<file path="config.mk">
export PLATFORM = sky130hd
export DESIGN_NAME = hex_display_scanner
export DESIGN_NICKNAME = d
export VERILOG_FILES = /design/src/rtl/seg7_pkg.sv /design/src/rtl/seg7_bcd_decode.sv /design/src/rtl/hex_display_scanner.sv
export SDC_FILE = /design/constraint.sdc
export NUM_CORES = 1
export LEC_CHECK = 0
export BUFFER_PORTS_ARGS = -buffer_cell sky130_fd_sc_hd__clkbuf_2
export CORE_MARGIN = 10
export CORE_UTILIZATION = 35
export CTS_CLUSTER_SIZE = 25
export DETAILED_ROUTE_END_ITERATION = 7
export GPL_TIMING_DRIVEN = 0
export PLACE_DENSITY = 0.5
export SLEW_MARGIN = 20
export SYNTH_ARGS = -nofsm -noshare
export SYNTH_HDL_FRONTEND = slang
export SYNTH_SLANG_ARGS = --single-unit
</file>
<file path="constraint.sdc">
create_clock -name clk -period 3.85 [get_ports clk]
set_clock_uncertainty 0.15 [all_clocks]
set_input_delay 0 -clock clk [delete_from_list [all_inputs] [get_ports clk]]
set_output_delay 0 -clock clk [all_outputs]
set_load 0.01 [all_outputs]
</file>
<file path="src/rtl/seg7_pkg.sv">
// Shared types and segment constants for the multiplexed 7-segment display scanner.
// Segment vectors are [0:6] = a..g, active-low.
package seg7_pkg;

  typedef enum logic [1:0] {
    IDLE = 2'd0,
    GAP  = 2'd1,
    SCAN = 2'd2
  } state_t;

  localparam logic [0:6] SEG_BLANK = 7'b1111111;
  localparam logic [0:6] SEG_0     = 7'b0000001;
  localparam logic [0:6] SEG_1     = 7'b1001111;
  localparam logic [0:6] SEG_2     = 7'b0010010;
  localparam logic [0:6] SEG_3     = 7'b0000110;
  localparam logic [0:6] SEG_4     = 7'b1001100;
  localparam logic [0:6] SEG_5     = 7'b0100100;
  localparam logic [0:6] SEG_6     = 7'b0100000;
  localparam logic [0:6] SEG_7     = 7'b0001111;
  localparam logic [0:6] SEG_8     = 7'b0000000;
  localparam logic [0:6] SEG_9     = 7'b0000100;

endpackage

</file>
<file path="src/rtl/seg7_bcd_decode.sv">
// Combinational BCD to active-low 7-segment decoder; non-decimal nibbles render blank.
module seg7_bcd_decode
  import seg7_pkg::*;
(
  input  logic [3:0] bcd,
  output logic [0:6] seg
);

  always_comb begin
    seg = SEG_BLANK;
    case (bcd)
      4'd0:    seg = SEG_0;
      4'd1:    seg = SEG_1;
      4'd2:    seg = SEG_2;
      4'd3:    seg = SEG_3;
      4'd4:    seg = SEG_4;
      4'd5:    seg = SEG_5;
      4'd6:    seg = SEG_6;
      4'd7:    seg = SEG_7;
      4'd8:    seg = SEG_8;
      4'd9:    seg = SEG_9;
      default: seg = SEG_BLANK;
    endcase
  end

endmodule

</file>
<file path="src/rtl/hex_display_scanner.sv">
// Multiplexed BCD display scanner with tear-free frame-boundary updates and inter-digit blanking.
// Optional macro HEX_LEADING_ZERO_BLANK_EN blanks leading zero digits (digit 0 always shown).
//
//   state | meaning
//   IDLE  | display dark, waiting for en; pending data copied to display immediately
//   GAP   | all digits dark for GAP_CYCLES between digits
//   SCAN  | digit idx lit for SCAN_DIV cycles; last digit's terminal count is the frame boundary
module hex_display_scanner
  import seg7_pkg::*;
#(
  parameter int NUM_DIGITS = 4,
  parameter int SCAN_DIV   = 50000,
  parameter int GAP_CYCLES = 2
) (
  input  logic                          clk,
  input  logic                          rst,
  input  logic                          en,
  input  logic                          load,
  input  logic [4*NUM_DIGITS-1:0]       data_in,
  output logic                          ready,
  output logic [0:6]                    seg,
  output logic [NUM_DIGITS-1:0]         digit_sel,
  output logic [$clog2(NUM_DIGITS)-1:0] digit_idx,
  output logic                          frame_done
);

  localparam int IW   = $clog2(NUM_DIGITS);
  localparam int MAXC = (SCAN_DIV > GAP_CYCLES) ? SCAN_DIV : GAP_CYCLES;
  localparam int CW   = $clog2(MAXC + 1);
  localparam logic [CW-1:0] SCAN_LOAD = CW'(SCAN_DIV - 1);
  localparam logic [CW-1:0] GAP_LOAD  = CW'(GAP_CYCLES - 1);
  localparam logic [IW-1:0] LAST_IDX  = IW'(NUM_DIGITS - 1);

  state_t                  state;
  logic [CW-1:0]           cnt;
  logic [IW-1:0]           idx;
  logic [4*NUM_DIGITS-1:0] pending;
  logic [4*NUM_DIGITS-1:0] display;
  logic                    pending_valid;

  logic [3:0] nib;
  logic [0:6] dec_seg;
  logic [0:6] lit_seg;
  logic       lz_blank;
  logic       frame_boundary;

  always_comb begin
    nib = 4'h0;
    for (int k = 0; k < NUM_DIGITS; k++) begin
      if (idx == IW'(k)) nib = display[4*k +: 4];
    end
  end

  seg7_bcd_decode u_decode (
    .bcd (nib),
    .seg (dec_seg)
  );

`ifdef HEX_LEADING_ZERO_BLANK_EN
  always_comb begin
    lz_blank = 1'b0;
    for (int k = 1; k < NUM_DIGITS; k++) begin
      if (idx == IW'(k)) lz_blank = ((display >> (4*k)) == '0);
    end
  end
`else
  assign lz_blank = 1'b0;
`endif

  assign lit_seg        = lz_blank ? SEG_BLANK : dec_seg;
  assign frame_boundary = en && (state == SCAN) && (cnt == '0) && (idx == LAST_IDX);
  assign ready          = ~pending_valid;
  assign digit_idx      = idx;

  always_ff @(posedge clk) begin
    if (rst) begin
      state         <= IDLE;
      cnt           <= '0;
      idx           <= '0;
      pending       <= '0;
      pending_valid <= 1'b0;
      display       <= '0;
      seg           <= SEG_BLANK;
      digit_sel     <= '1;
      frame_done    <= 1'b0;
    end else begin
      frame_done <= 1'b0;

      // A full pending buffer blocks new loads, so update and accept never collide.
      if (pending_valid && ((state == IDLE) || frame_boundary)) begin
        display       <= pending;
        pending_valid <= 1'b0;
      end else if (load && !pending_valid) begin
        pending       <= data_in;
        pending_valid <= 1'b1;
      end

      if (!en) begin
        state     <= IDLE;
        cnt       <= '0;
        idx       <= '0;
        seg       <= SEG_BLANK;
        digit_sel <= '1;
      end else begin
        case (state)
          IDLE: begin
            state     <= GAP;
            cnt       <= GAP_LOAD;
            idx       <= '0;
            seg       <= SEG_BLANK;
            digit_sel <= '1;
          end
          GAP: begin
            if (cnt == '0) begin
              state     <= SCAN;
              cnt       <= SCAN_LOAD;
              seg       <= lit_seg;
              digit_sel <= ~(NUM_DIGITS'(1) << idx);
            end else begin
              cnt <= cnt - 1'b1;
            end
          end
          SCAN: begin
            if (cnt == '0) begin
              state     <= GAP;
              cnt       <= GAP_LOAD;
              seg       <= SEG_BLANK;
              digit_sel <= '1;
              if (idx == LAST_IDX) begin
                idx        <= '0;
                frame_done <= 1'b1;
              end else begin
                idx <= idx + 1'b1;
              end
            end else begin
              cnt <= cnt - 1'b1;
            end
          end
          default: begin
            state     <= IDLE;
            cnt       <= '0;
            idx       <= '0;
            seg       <= SEG_BLANK;
            digit_sel <= '1;
          end
        endcase
      end
    end
  end

endmodule

</file>
# ---- After elaboration in Yosys (flattened, before gate mapping)
# Memory sizes are Yosys's and may differ from the RTL's.
# Cells that the tools add are included.
dict set report word_totals {
  regBits 65
  mem_bits_ro 112
  out_inout_bits 15
  memories 1
}
# name words width rd rd_ports_with_merged_regs wr line
set memory_table {}
lappend memory_table {{(name not given)} 16 7 1 0 0 seg7_bcd_decode.sv:11} ;# case (bcd)
dict set report classes {
  add_sub_neg 2
  eq_ne 7
  shift 1
  muxes 20
  n_bitwise 7
  reduce_logical 16
}
# op count
set op_table {}
lappend op_table {{$pmux 16 s3} 1}
lappend op_table {{$mux 16} 2}
lappend op_table {{$mux 4} 6}
lappend op_table {{$logic_not 16->1} 1}
lappend op_table {{$sub 16x1->16 const B} 1}
lappend op_table {{$mux 7} 2}
lappend op_table {{$pmux 7 s2} 1}
lappend op_table {{$mux 2} 4}
lappend op_table {{$pmux 4 s2} 1}
lappend op_table {{$eq 2x2->1 const B} 3}
lappend op_table {{$not 1->1} 6}
lappend op_table {{$pmux 2 s3} 1}
lappend op_table {{$reduce_and 2->1} 3}
lappend op_table {{$logic_and 1x1->1} 5}
lappend op_table {{$eq 2x1->1 const B} 2}
lappend op_table {{$logic_not 2->1} 2}
lappend op_table {{$not 4->4} 1}
lappend op_table {{$pmux 2 s2} 1}
lappend op_table {{$reduce_or 2->1} 2}
lappend op_table {{$reduce_or 4->1} 1}
lappend op_table {{$shl 1x2->4 const A} 1}
lappend op_table {{$add 2x1->2 const B} 1}
lappend op_table {{$ne 2x1->1 const B} 1}
lappend op_table {{$ne 2x2->1 const B} 1}
lappend op_table {{3 further kinds} 3}

# ---- Logic depth before layout (Yosys ltp)
# Gate-level depths: netlist (run 1).
dict set report logic_depth {
  depth_word 8
  depth_mapped 11
}

# ---- Modules after synthesis
# From an unflattened synthesis (run 1), not the netlist that was laid out.
dict set report hier_totals {
  hier_cells 361
  hier_area_um2 3014.1
}
# module n_inst cells_each area_per_inst_um2 seq_area_each_um2
set by_module_without_submodules {}
lappend by_module_without_submodules {hex_display_scanner 1 328 2803.9 1301.2}
lappend by_module_without_submodules {seg7_bcd_decode 1 33 210.2 0.0}

# ---- Worst setup path before layout (run 1)
# OpenSTA, ideal clock, no wires.
dict set report synth_timing {
  path_kind {register to register}
  from {reg cnt[0]}
  to {reg display[10]}
  setup_ns 0.128
  arrival_time_ns 2.395
  slack_ns 1.178
  stages_incl_launch_ff 12
  synth_period_minus_slack_ns 2.672
  cell_sequence {dfxtp_1 inv_1 ha_1 or4b_1 buf_2 or4_4 buf_6 o32ai_4 buf_6 buf_12 mux2i_1 nor2_1}
}
dict set report synth_via {
  elab_chain_cells 5
}
# element line
set synth_lines {}
lappend synth_lines {{start: declaration} hex_display_scanner.sv:35} ;# logic [CW-1:0] cnt;
lappend synth_lines {{start signal: assignment} hex_display_scanner.sv:120} ;# cnt <= cnt - 1'b1;
lappend synth_lines {{start signal: assignment} hex_display_scanner.sv:136} ;# cnt <= cnt - 1'b1;
lappend synth_lines {{$logic_not 16->1} hex_display_scanner.sv:71} ;# assign frame_boundary = en && (state == SCAN) && (cnt == '0) && (idx == LAST_IDX);
lappend synth_lines {{$logic_and 1x1->1 (2 in a row)} hex_display_scanner.sv:71}
lappend synth_lines {{$logic_or 1x1->1} hex_display_scanner.sv:90} ;# if (pending_valid && ((state == IDLE) || frame_boundary)) begin
lappend synth_lines {{$logic_and 1x1->1} hex_display_scanner.sv:90}
lappend synth_lines {{end signal: assignment} hex_display_scanner.sv:91} ;# display <= pending;
lappend synth_lines {{end: declaration} hex_display_scanner.sv:38} ;# logic [4*NUM_DIGITS-1:0] display;
# No other way between the ends.
# A chain may end at the register's enable or synchronous reset.

# ---- Worst setup path in the final report (run 1)
dict set report layout_timing {
  from {reg idx[1], in the netlist digit_idx[1]}
  to {reg seg[1] in the netlist's numbering}
}
dict set report layout_via {
  elab_chain_cells 8
  word_cells_on_any_way 11
}
# element line
set layout_lines {}
lappend layout_lines {{start: declaration} hex_display_scanner.sv:36} ;# logic [IW-1:0] idx;
lappend layout_lines {{start signal: assignment} hex_display_scanner.sv:133} ;# idx <= idx + 1'b1;
lappend layout_lines {{$logic_not 2->1} hex_display_scanner.sv:50} ;# if (idx == IW'(k)) nib = display[4*k +: 4];
lappend layout_lines {{$mux 4 (3 in a row)} hex_display_scanner.sv:50}
lappend layout_lines {{$mux 4 (*)} hex_display_scanner.sv:50}
lappend layout_lines {{$mem_v2 16x7 (*)} n/a}
lappend layout_lines {{$mux 7 (*)} hex_display_scanner.sv:114} ;# if (cnt == '0) begin
lappend layout_lines {{$pmux 7 s2 (*)} hex_display_scanner.sv:105} ;# case (state)
lappend layout_lines {{end signal: assignment} hex_display_scanner.sv:117} ;# seg <= lit_seg;
lappend layout_lines {{end: declaration} hex_display_scanner.sv:21} ;# output logic [0:6] seg,
# Mark *: on every way between the ends. The rest lies on a longest branch, timed or not. The select of a mux whose other input is x is not followed.

==> results of run 1 <==
[worst max-delay path: cells and delay by family, from the launching register on]
kind,cells,cell delay [ns]
buffers and inverters,2,0.62
flip-flops,1,0.45
adder cells (fa/ha/maj),2,0.67
AO/OA/AOI/OAI,5,1.31
[flip-flops by register name, indices dropped and copies added (netlist names)]
register and count:
cnt 16, digit_idx 2, digit_sel 4, display 16, frame_done 1, pending 16, pending_valid 1, seg 7
state 2
[layout by cell type, fill, tap and decap left out, types with 3 or more instances in the layout]
master / instances
clkbuf_8: 10
o21ai_0: 5
clkbuf_2: 33
inv_1: 8
buf_2: 3
nor3b_1: 6
or3_1: 3
nand3b_1: 4
a21oi_1: 31
ha_1: 11
o22ai_1: 3
dlygate4sd3_1: 25
mux2i_1: 19
clkbuf_1: 11
nor2_1: 49
nand2b_1: 3
nor3_1: 9
dfxtp_1: 65
xnor2_1: 10
a211oi_1: 9
o21a_1: 4
or4_1: 5
nand2_1: 42
nor2b_1: 9
nand3_1: 3
[layer usage]
metal | part of all wire | wire, um | GRT usage | up-vias
met1 | 0.51 | 3410 | 0.141 | 1089
met5 | 0 | 0 | 0 | -
met2 | 0.44 | 2910 | 0.171 | 45
met3 | 0.042 | 277 | 0.0370 | 9
li1 | - | - | - | 1297
met4 | 0.011 | 71 | 0.0437 | 0
[through the flow]
| step | hold slack, ns | instances | total power, mW | setup WS (ns) |
|---|---|---|---|---|
| final | 0.0516 | 514 | 1.59 | 0.608 |
| after global routing | 0.108 | 514 | 1.67 | 0.260 |
| after CTS | 0.0476 | 514 | 1.61 | 0.557 |
| after detailed placement | 0.0800 | 473 | 0.941 | 0.597 |
| after global placement | 0.0730 | 473 | 0.940 | 0.606 |
| after floorplan | -0.0140 | 335 | 0.892 | 1.18 |
[logic make-up after synthesis]
| group | Yosys count | synth area share |
|---|---|---|
| compound gates | 60 | 0.128 |
| xor+xnor | 11 | 0.0328 |
| fa+ha+maj | 11 | 0.0469 |
| buf+inv | 24 | 0.0427 |
| flops | 65 | 0.444 |
| mux | 19 | 0.0648 |
| simple gates | 145 | 0.241 |
[Yosys cell counts, types with 2 or more instances]
master and instances:
or4_1 5, nor2_1 49, o22ai_1 3, nand3b_1 4, a211oi_1 9, or2_2 2
nand2b_1 3, buf_2 3, dfxtp_1 65, nor2b_1 9, xnor2_1 10, nand2_1 42
o21a_1 4, a211o_1 2, a21oi_1 31, nor3b_1 6, or3_1 3, o21ai_0 5
nor3_1 9, clkbuf_1 10, ha_1 11, mux2i_1 19, and2_1 2, nand3_1 3
buf_6 2, nor4_1 2, inv_1 8, or4_4 2
[final timing paths]
check / from / to / slack [ns] / cells past startpoint
max reg2reg: digit_idx[1]$_SDFFE_PP0P_ / seg[1]$_SDFFE_PP1P_ / 0.61 / 9
min reg2reg: pending[7]$_SDFFE_PP0P_ / pending[7]$_SDFFE_PP0P_ / 0.31 / 2
min: rst / cnt[0]$_SDFF_PP0_ / 0.05 / 3
max: digit_idx[1]$_SDFFE_PP0P_ / seg[1]$_SDFFE_PP1P_ / 0.61 / 9
[power by group through the flow]
| stage | Sequential, mW | Combinational [mW] | Clock [mW] |
|---|---|---|---|
| 2_1_floorplan | 0.728 | 0.164 | 0 |
| 3_3_place_gp | 0.732 | 0.207 | 0 |
| 3_5_place_dp | 0.733 | 0.208 | 0 |
| 4_1_cts | 0.717 | 0.229 | 0.666 |
| 5_1_grt | 0.721 | 0.257 | 0.696 |
| 6_report | 0.717 | 0.228 | 0.646 |
[what timing repair did]
| action | in CTS | in global routing |
|---|---|---|
| hold endpoints to repair | 19 | 0 |
| setup endpoints to repair | 0 | 0 |
| gates resized for setup | 0 | 0 |
| hold buffers | 25 | 0 |
[area by class of cell]
cell class	instances	area (um2)
timing repair buffer	58	415
sequential	65	1300
clock inverter	5	78.8
multi-input combinational	246	1510
tap	105	131
inverter	8	30.0
fill	853	4480
clock buffer	11	141
buffer	16	95.1
==> results.py, run 1 <==
metrics = {
    "outcome": {
        "status": "completed",
    },
    "timing": {
        "min_period_ns": 3.24,
        "tightest_slew_ns": 0.857,
        "finalHoldViolations": 0,
        "fin_crit_sh": 0.842,
        "rsz0062_at_grt": "no",
        "finalSetupTns_ns": 0,
        "max_freq_mhz": 308,
        "slew_violations": 0,
        "max_slew_margin": 0.425,
        "final-setup-viol-count": 0,
    },
    "global_routing": {
        "overflow": 0,
        "grt_max_degree": 12,
        "antenna_found_initial": 0,
        "grt_pass1_wl_um": 11700,
        "grtUsageTotal": 0.111,
        "grt_pass1_vias": 2422,
    },
    "finish": {
        "fin_util": 0.453,
        "drive_above_1_share": 0.147,
        "antenna_cells": 0,
        "nets": 435,
        "final_area_um2": 3700,
        "syn_to_final_growth_pct": 26.2,
    },
    "worst_setup_path": {
        "path_cells": "ha_1 -> clkbuf_1 -> a211oi_1 -> a211oi_1 -> inv_1 -> ha_1 -> a21oi_1 -> o21ai_0 -> o21a_1",
        "required_ns": 3.99,
        "crit_path_max_fanout": 10,
        "path_class": "reg2reg",
        "arrival_ns": 3.38,
        "max_stage_delay_ns": 0.76,
        "end_kind": "register",
        "cp_slowest_cell": "a211oi_1",
        "critPathLaunchType": "register",
    },
    "die": {
        "die_h_um": 112,
        "die_width_um": 112,
        "start_util": 0.359,
        "dieArea_um2": 12400,
        "fp.coreArea_um2": 8180,
        "num_rows": 33,
        "io_pins": 35,
    },
    "detailed_routing": {
        "drt_iter0_markers": 70,
        "dr.pass1.iters": 4,
        "vias": 2440,
        "routedWlPerCell_um": 13.0,
        "vias_per_cell": 4.75,
        "ant_nets": 0,
        "drc": 0,
        "routed_wl_um": 6670,
    },
    "synthesis": {
        "syn_nets": 366,
        "ys_async_sr_fraction": 0,
        "ys_warn_count": 0,
        "synth.yosys.seq_area_share": 0.444,
        "postSynthAreaPerCell_um2": 8.75,
        "synth_edf_count": 0,
        "synth_cell_types": 40,
        "synthCells": 335,
        "synth_top_area_cell": "dfxtp_1",
        "synth_top_area_frac": 0.444,
        "yosys_most_used_dff": "dfxtp_1",
        "synth_seq_cells": 65,
        "netlist_area_um2": 2930,
        "synth_area_leaders": "dfxtp_1 44%, mux2i_1 6.5%, nor2_1 6.3%",
    },
    "power": {
        "pwr-share-clk": 0.406,
        "p_sw_frac": 0.251,
        "p_leak_nw": 1.49,
        "peakVddDrop_v": 0.000212,
        "power_frac_seq": 0.451,
        "combinationalPowerShare": 0.143,
        "power-per-cell-area_nw_per_um2": 430,
        "intPower_mw": 1.19,
        "switching_power_mw": 0.399,
    },
    "placed_design": {
        "portBuffers": 33,
        "gp_congestion": 0.712,
        "dp_hpwl_um": 4800,
        "detailed_place.area_um2": 3230,
    },
    "worst_hold_path": {
        "min_path_type": "in2reg",
    },
    "clocking": {
        "clock_latency_ns": 0.34,
        "clk_path_buf_depth": 2,
        "clk_pin_slew_worst_paths_ns": 0.07,
        "cts-root-buf": "clkbuf_8",
        "cts_htree_levels": 3,
        "cts_tree": "yes",
        "cts_setup_buffers": 0,
        "cts_sinks": 65,
        "cts_buffers": 9,
    },
    "flow_run": {
        "cap_violations": 0,
    },
}
(Power assumes the default switching activity.)
==> run 2: changes to the inputs <==
--- a/config.mk
+++ b/config.mk
@@ -11,7 +11,7 @@
 export CTS_CLUSTER_SIZE = 25
 export DETAILED_ROUTE_END_ITERATION = 7
 export GPL_TIMING_DRIVEN = 0
-export PLACE_DENSITY = 0.5
+export PLACE_DENSITY = 0.51
 export SLEW_MARGIN = 20
 export SYNTH_ARGS = -nofsm -noshare
 export SYNTH_HDL_FRONTEND = slang
==> constraint.sdc (replaced) <==
create_clock -name clk -period 2.7 [get_ports clk]
set_clock_uncertainty 0.15 [all_clocks]
set_input_delay 0 -clock clk [delete_from_list [all_inputs] [get_ports clk]]
set_output_delay 0 -clock clk [all_outputs]
set_load 0.01 [all_outputs]
==> run 2 against run 1 <==
  * Sequential power rose by 42%
  * Cell count up 1.9%
  * Register-to-register slack got worse by 0.47 ns
  * Critical endpoint is now display[3]$_SDFFE_PP0P_
  * Setup slack worse by 0.47 ns
  * Critical path type unchanged
  * Combinational power up 66%
  * Sequential cell count did not move
  * Highest routed layer unchanged
  * Non-clock buffer count up 10
==> results.py, run 2 (same netlist as run 1, synthesis figures left out) <==
metrics = {
    "outcome": {
        "status": "completed",
    },
    "clocking": {
        "cts_buffers": 9,
        "cts_htree_levels": 3,
        "clock_latency_ns": 0.34,
        "cts_tree": "yes",
        "cts-root-buf": "clkbuf_8",
        "clk_pin_slew_worst_paths_ns": 0.07,
        "clk_path_buf_depth": 2,
        "cts_sinks": 65,
    },
    "detailed_routing": {
        "drt_iter0_markers": 95,
        "vias": 2489,
        "routedWlPerCell_um": 13.3,
        "drc": 0,
        "routed_wl_um": 6960,
        "vias_per_cell": 4.75,
        "dr.pass1.iters": 4,
        "ant_nets": 0,
    },
    "global_routing": {
        "antenna_found_initial": 0,
        "grtUsageTotal": 0.115,
        "grt_max_degree": 12,
        "grt_pass1_vias": 2537,
        "grt_pass1_wl_um": 12200,
        "overflow": 0,
    },
    "timing": {
        "tightest_slew_ns": 0.554,
        "finalSetupTns_ns": 0,
        "max_slew_margin": 0.630,
        "min_period_ns": 2.56,
        "finalHoldViolations": 0,
        "slew_violations": 0,
        "max_freq_mhz": 390,
        "final-setup-viol-count": 0,
        "fin_crit_sh": 0.949,
        "rsz0062_at_grt": "no",
        "hold_ws_ns": 0.277,
    },
    "worst_setup_path": {
        "critPathLaunchType": "register",
        "end_kind": "register",
        "required_ns": 2.77,
        "crit_family": "simple AND/OR/NAND/NOR gates",
        "arrival_ns": 2.63,
        "path_class": "reg2reg",
        "crit_path_max_fanout": 7,
        "crit_buf_inv": 4,
        "path_cells": "inv_1 -> ha_2 -> or4b_4 -> or4_4 -> o32ai_4 -> buf_6 -> buf_12 -> buf_12 -> mux2i_1 -> nor2_1",
        "crit_top_cell": "buf_12",
        "max_stage_delay_ns": 0.55,
        "cp_slowest_cell": "or4_4",
    },
    "finish": {
        "drive_above_1_share": 0.203,
        "fill_cells": 819,
        "antenna_cells": 0,
        "reg.largest.list": "cnt (16), display (16), pending (16)",
        "nets": 445,
        "syn_to_final_growth_pct": 32.6,
        "final_common_cell": "dfxtp_1",
        "final_cell_mix": "62 x dfxtp_1, 49 x nor2_1, 42 x nand2_1",
        "fin_util": 0.476,
        "final_area_um2": 3890,
    },
    "die": {
        "fp.coreArea_um2": 8180,
        "die_h_um": 112,
        "die_width_um": 112,
        "dieArea_um2": 12400,
        "num_rows": 33,
        "start_util": 0.359,
        "io_pins": 35,
    },
    "power": {
        "p_leak_nw": 1.56,
        "peakVddDrop_v": 0.000265,
        "power-per-cell-area_nw_per_um2": 598,
    },
    "placed_design": {
        "gp_congestion": 0.740,
        "detailed_place.area_um2": 3230,
        "dp_hpwl_um": 4840,
        "portBuffers": 33,
    },
    "flow_run": {
        "cap_violations": 0,
    },
    "worst_hold_path": {
        "min_path_type": "in2reg",
    },
}
-- run 2: changes by cell type in the layout (fill, tap and decap cells not counted), moves of 2 or more --
cell and delta:
or4_4 +2, buf_4 +8, dfxtp_2 +3, ha_2 +2, a211oi_1 -3, ha_1 -2
or4_1 -2, a211oi_2 +3, buf_12 +3, dfxtp_1 -3
-- run 2: per-layer routing --
metal	part of all wire	global-route usage
met1	0.51	0.145
met2	0.44	0.181
met3	0.040	0.0381
met4	0.011	0.0326
met5	0	0
-- run 2: stage by stage --
step	setup slack, ns	cells	total power, mW
finish	0.136	524	2.33
global route	0.00285	524	2.43
CTS	0.00348	526	2.37
detailed placement	-0.586	473	1.34
global placement	-0.532	473	1.34
floorplan	0.0277	335	1.27
-- run 2: cell type report --
class	instances	area, um2	share of cell area
flip-flops and latches	65	1310	0.335
well taps	105	131	0.0338
plain buffers	14	80.1	0.0206
inverters	8	30.0	0.00772
multi-input cells	246	1560	0.401
clock buffers	11	141	0.0363
clock inverters	5	78.8	0.0203
repair buffers	70	563	0.145
-- run 2: final timing paths --
check | startpoint | end | slack [ns] | cells past startpoint
setup / recovery | cnt[0]$_SDFF_PP0_ | display[3]$_SDFFE_PP0P_ | 0.14 | 10
hold / removal | data_in[9] | pending[9]$_SDFFE_PP0P_ | 0.28 | 4
setup reg to reg | cnt[0]$_SDFF_PP0_ | display[3]$_SDFFE_PP0P_ | 0.14 | 10
hold reg to reg | pending[11]$_SDFFE_PP0P_ | pending[11]$_SDFFE_PP0P_ | 0.31 | 2
-- run 2: what timing repair did --
item / CTS / global route
pin swaps: 3 / 4
gates resized for setup: 17 / 5
gates cloned: 1 / 0
hold buffers: 25 / 0
setup buffers: 11 / 0
endpoints found under the setup margin: 28 / 22
hold endpoints to repair: 19 / 0
-- run 2: power by group --
part | switching [mW] | internal [mW]
combinational | 0.180 | 0.199
clock | 0.382 | 0.544
sequential | 0.0280 | 0.994
-- run 2: worst register-to-register path, delay by kind of cell, from the launching register on --
kind,cells,cell delay [ns]
muxes,1,0.18
adders and majority gates,1,0.16
AOI/OAI and AO/OA,1,0.13
buffers and inverters,4,0.42
and+or+nand+nor,3,1.07
DFF,1,0.33
==> run 3: changes to the inputs <==
--- a/config.mk
+++ b/config.mk
@@ -7,11 +7,12 @@
 export LEC_CHECK = 0
 export BUFFER_PORTS_ARGS = -buffer_cell sky130_fd_sc_hd__clkbuf_2
 export CORE_MARGIN = 10
-export CORE_UTILIZATION = 35
+export CORE_UTILIZATION = 50
+export CTS_CLUSTER_DIAMETER = 200
 export CTS_CLUSTER_SIZE = 25
 export DETAILED_ROUTE_END_ITERATION = 7
 export GPL_TIMING_DRIVEN = 0
-export PLACE_DENSITY = 0.51
+export PLACE_DENSITY = 0.7
 export SLEW_MARGIN = 20
 export SYNTH_ARGS = -nofsm -noshare
 export SYNTH_HDL_FRONTEND = slang
==> run 3 against run 2 <==
  * Register-to-register slack barely moved
  * Sequential share of layout area rose by 0.38 points
  * Cell count fell by 6.1%
  * Clock power fell by 5.2%
  * Largest cell class unchanged
  * Highest routed layer unchanged
==> results.py, run 3 (same netlist as run 1, synthesis figures left out) <==
metrics = {
    "power": {
        "switching_power_mw": 0.607,
        "pwr-share-clk": 0.385,
        "intPower_mw": 1.67,
        "p_leak_nw": 1.56,
        "peakVddDrop_v": 0.000426,
        "power-per-cell-area_nw_per_um2": 592,
        "p_total_mw": 2.28,
        "p_sw_frac": 0.266,
        "combinationalPowerShare": 0.166,
        "power_frac_seq": 0.449,
    },
    "global_routing": {
        "grt_pass1_wl_um": 11800,
        "use_met1": 0.198,
        "overflow": 0,
        "grt_use_met3": 0.0470,
        "grtUsageTotal": 0.159,
        "grt_pass1_vias": 2557,
        "grt_max_degree": 13,
        "met2_usage": 0.252,
        "antenna_found_initial": 0,
        "busiest_layer": "met2",
    },
    "worst_hold_path": {
        "min_from": "data_in[6]",
        "min_path_type": "in2reg",
        "worstHoldEndpoint": "pending[6]$_SDFFE_PP0P_",
        "min_path_cells": 4,
    },
    "clocking": {
        "cts-root-buf": "clkbuf_8",
        "clock_latency_ns": 0.35,
        "cts_htree_levels": 3,
        "clk_path_buf_depth": 2,
        "cts_buffers": 9,
        "cts_tree": "yes",
        "cts_sinks": 65,
        "clk_pin_slew_worst_paths_ns": 0.07,
    },
    "worst_setup_path": {
        "arrival_ns": 2.65,
        "rrSetupSlack_ns": 0.12,
        "crit_path_max_fanout": 7,
        "path_class": "reg2reg",
        "end_kind": "register",
        "worstReg2RegStart": "cnt[0]$_SDFF_PP0_",
        "critPathLaunchType": "register",
        "r2r_end": "display[2]$_SDFFE_PP0P_",
        "required_ns": 2.77,
        "reg2regPathDepth": 10,
    },
    "timing": {
        "worst_slack_ns": 0.124,
        "rsz0062_at_grt": "no",
        "max_slew_margin": 0.628,
        "hold_ws_ns": 0.258,
        "tightest_slew_ns": 0.557,
        "finalHoldViolations": 0,
        "final-setup-viol-count": 0,
        "min_period_ns": 2.58,
        "slew_violations": 0,
        "fin_crit_sh": 0.954,
        "max_freq_mhz": 388,
    },
    "placed_design": {
        "portBuffers": 33,
        "gp_congestion": 0.805,
        "dp_hpwl_um": 4530,
        "post-place-ws_ns": -0.532,
        "detailed_place.area_um2": 3190,
    },
    "die": {
        "num_rows": 27,
        "fp.coreArea_um2": 5610,
        "die_h_um": 96.6,
        "start_util": 0.523,
        "die_width_um": 96.6,
        "io_pins": 35,
        "dieArea_um2": 9330,
    },
    "finish": {
        "final_common_cell": "dfxtp_1",
        "final_area_um2": 3850,
        "drive_above_1_share": 0.202,
        "final_cell_mix": "62 x dfxtp_1, 49 x nor2_1, 42 x nand2_1",
        "multi_input_comb_area_um2": 1560,
        "antenna_cells": 0,
        "syn_to_final_growth_pct": 31.1,
        "fill_cells": 482,
        "final-seq-area_um2": 1310,
        "fin_util": 0.686,
        "nets": 446,
        "reg.largest.list": "cnt (16), display (16), pending (16)",
    },
    "detailed_routing": {
        "drc": 0,
        "routed_wl_um": 6850,
        "vias_per_cell": 5.20,
        "dr.pass1.iters": 4,
        "ant_nets": 0,
        "vias": 2557,
        "routedWlPerCell_um": 13.9,
        "drt_iter0_markers": 84,
    },
    "outcome": {
        "status": "completed",
    },
    "flow_run": {
        "cap_violations": 0,
    },
}
run 3: changes by cell type in the layout (fill, tap and decap cells not counted), sizes merged:
| cell | delta |
|---|---|
| buf | +1 |
| bufinv | -1 |
| clkinv | -2 |
| clkinvlp | +2 |
| inv | +1 |
run 3: final cells by class:
type / instances / area share
inverters: 8 / 0.00781
well taps: 72 / 0.0234
repair buffers: 71 / 0.148
clock buffers: 11 / 0.0394
clock inverters: 5 / 0.0163
flip-flops and latches: 65 / 0.339
plain buffers: 14 / 0.0208
multi-input cells: 246 / 0.405
run 3: per-layer routing:
layer / wire (um) / share of wire
met1: 3210 / 0.47
met2: 3200 / 0.47
met3: 333 / 0.049
met4: 104 / 0.015
met5: 0 / 0
run 3: per-stage QoR:
step                      setup TNS (ns)  instances
after floorplan                        0        335
after global placement             -3.06        440
after detailed placement           -4.25        440
after CTS                              0        493
after global routing                   0        492
final                                  0        492
run 3: power groups by stage:
stage               sequential, mW  combinational, mW  clock (mW)
detailed placement            1.04              0.295           0
global placement              1.04              0.289           0
floorplan                     1.04              0.234           0
global route                  1.03              0.418       0.932
finish                        1.02              0.378       0.878
CTS                           1.02              0.386       0.895
run 3: how the worst max path moves through the flow:
stage / start / end / slack, ns
5_1_grt: cnt[10]$_SDFF_PP0_ / seg[5]$_SDFFE_PP1P_ / 0.02
2_1_floorplan: cnt[0]$_SDFF_PP0_ / display[10]$_SDFFE_PP0P_ / 0.03
4_1_cts: cnt[1]$_SDFF_PP0_ / seg[5]$_SDFFE_PP1P_ / 0.007
6_report: cnt[0]$_SDFF_PP0_ / display[2]$_SDFFE_PP0P_ / 0.12
3_3_place_gp: digit_idx[1]$_SDFFE_PP0P_ / seg[1]$_SDFFE_PP1P_ / -0.45
3_5_place_dp: digit_idx[1]$_SDFFE_PP0P_ / seg[1]$_SDFFE_PP1P_ / -0.53
run 3: worst max-delay path, stage by stage (launching register included):
cell and delay [ns]:
dfxtp_2 0.33, inv_2 0.06, ha_4 0.12, or4b_4 0.48, or4_4 0.56, o32ai_4 0.14, buf_6 0.15, buf_12 0.10
buf_12 0.11, mux2i_1 0.18, nor2_1 0.06
run 3: what timing repair did:
item | in CTS | in global routing
hold endpoints to repair | 19 | 0
gates resized for setup | 12 | 8
buffers inserted | 11 | 1
cloned | 1 | 0
hold buffers | 25 | 0
endpoints found under the setup margin | 28 | 27
pin swaps | 4 | 4
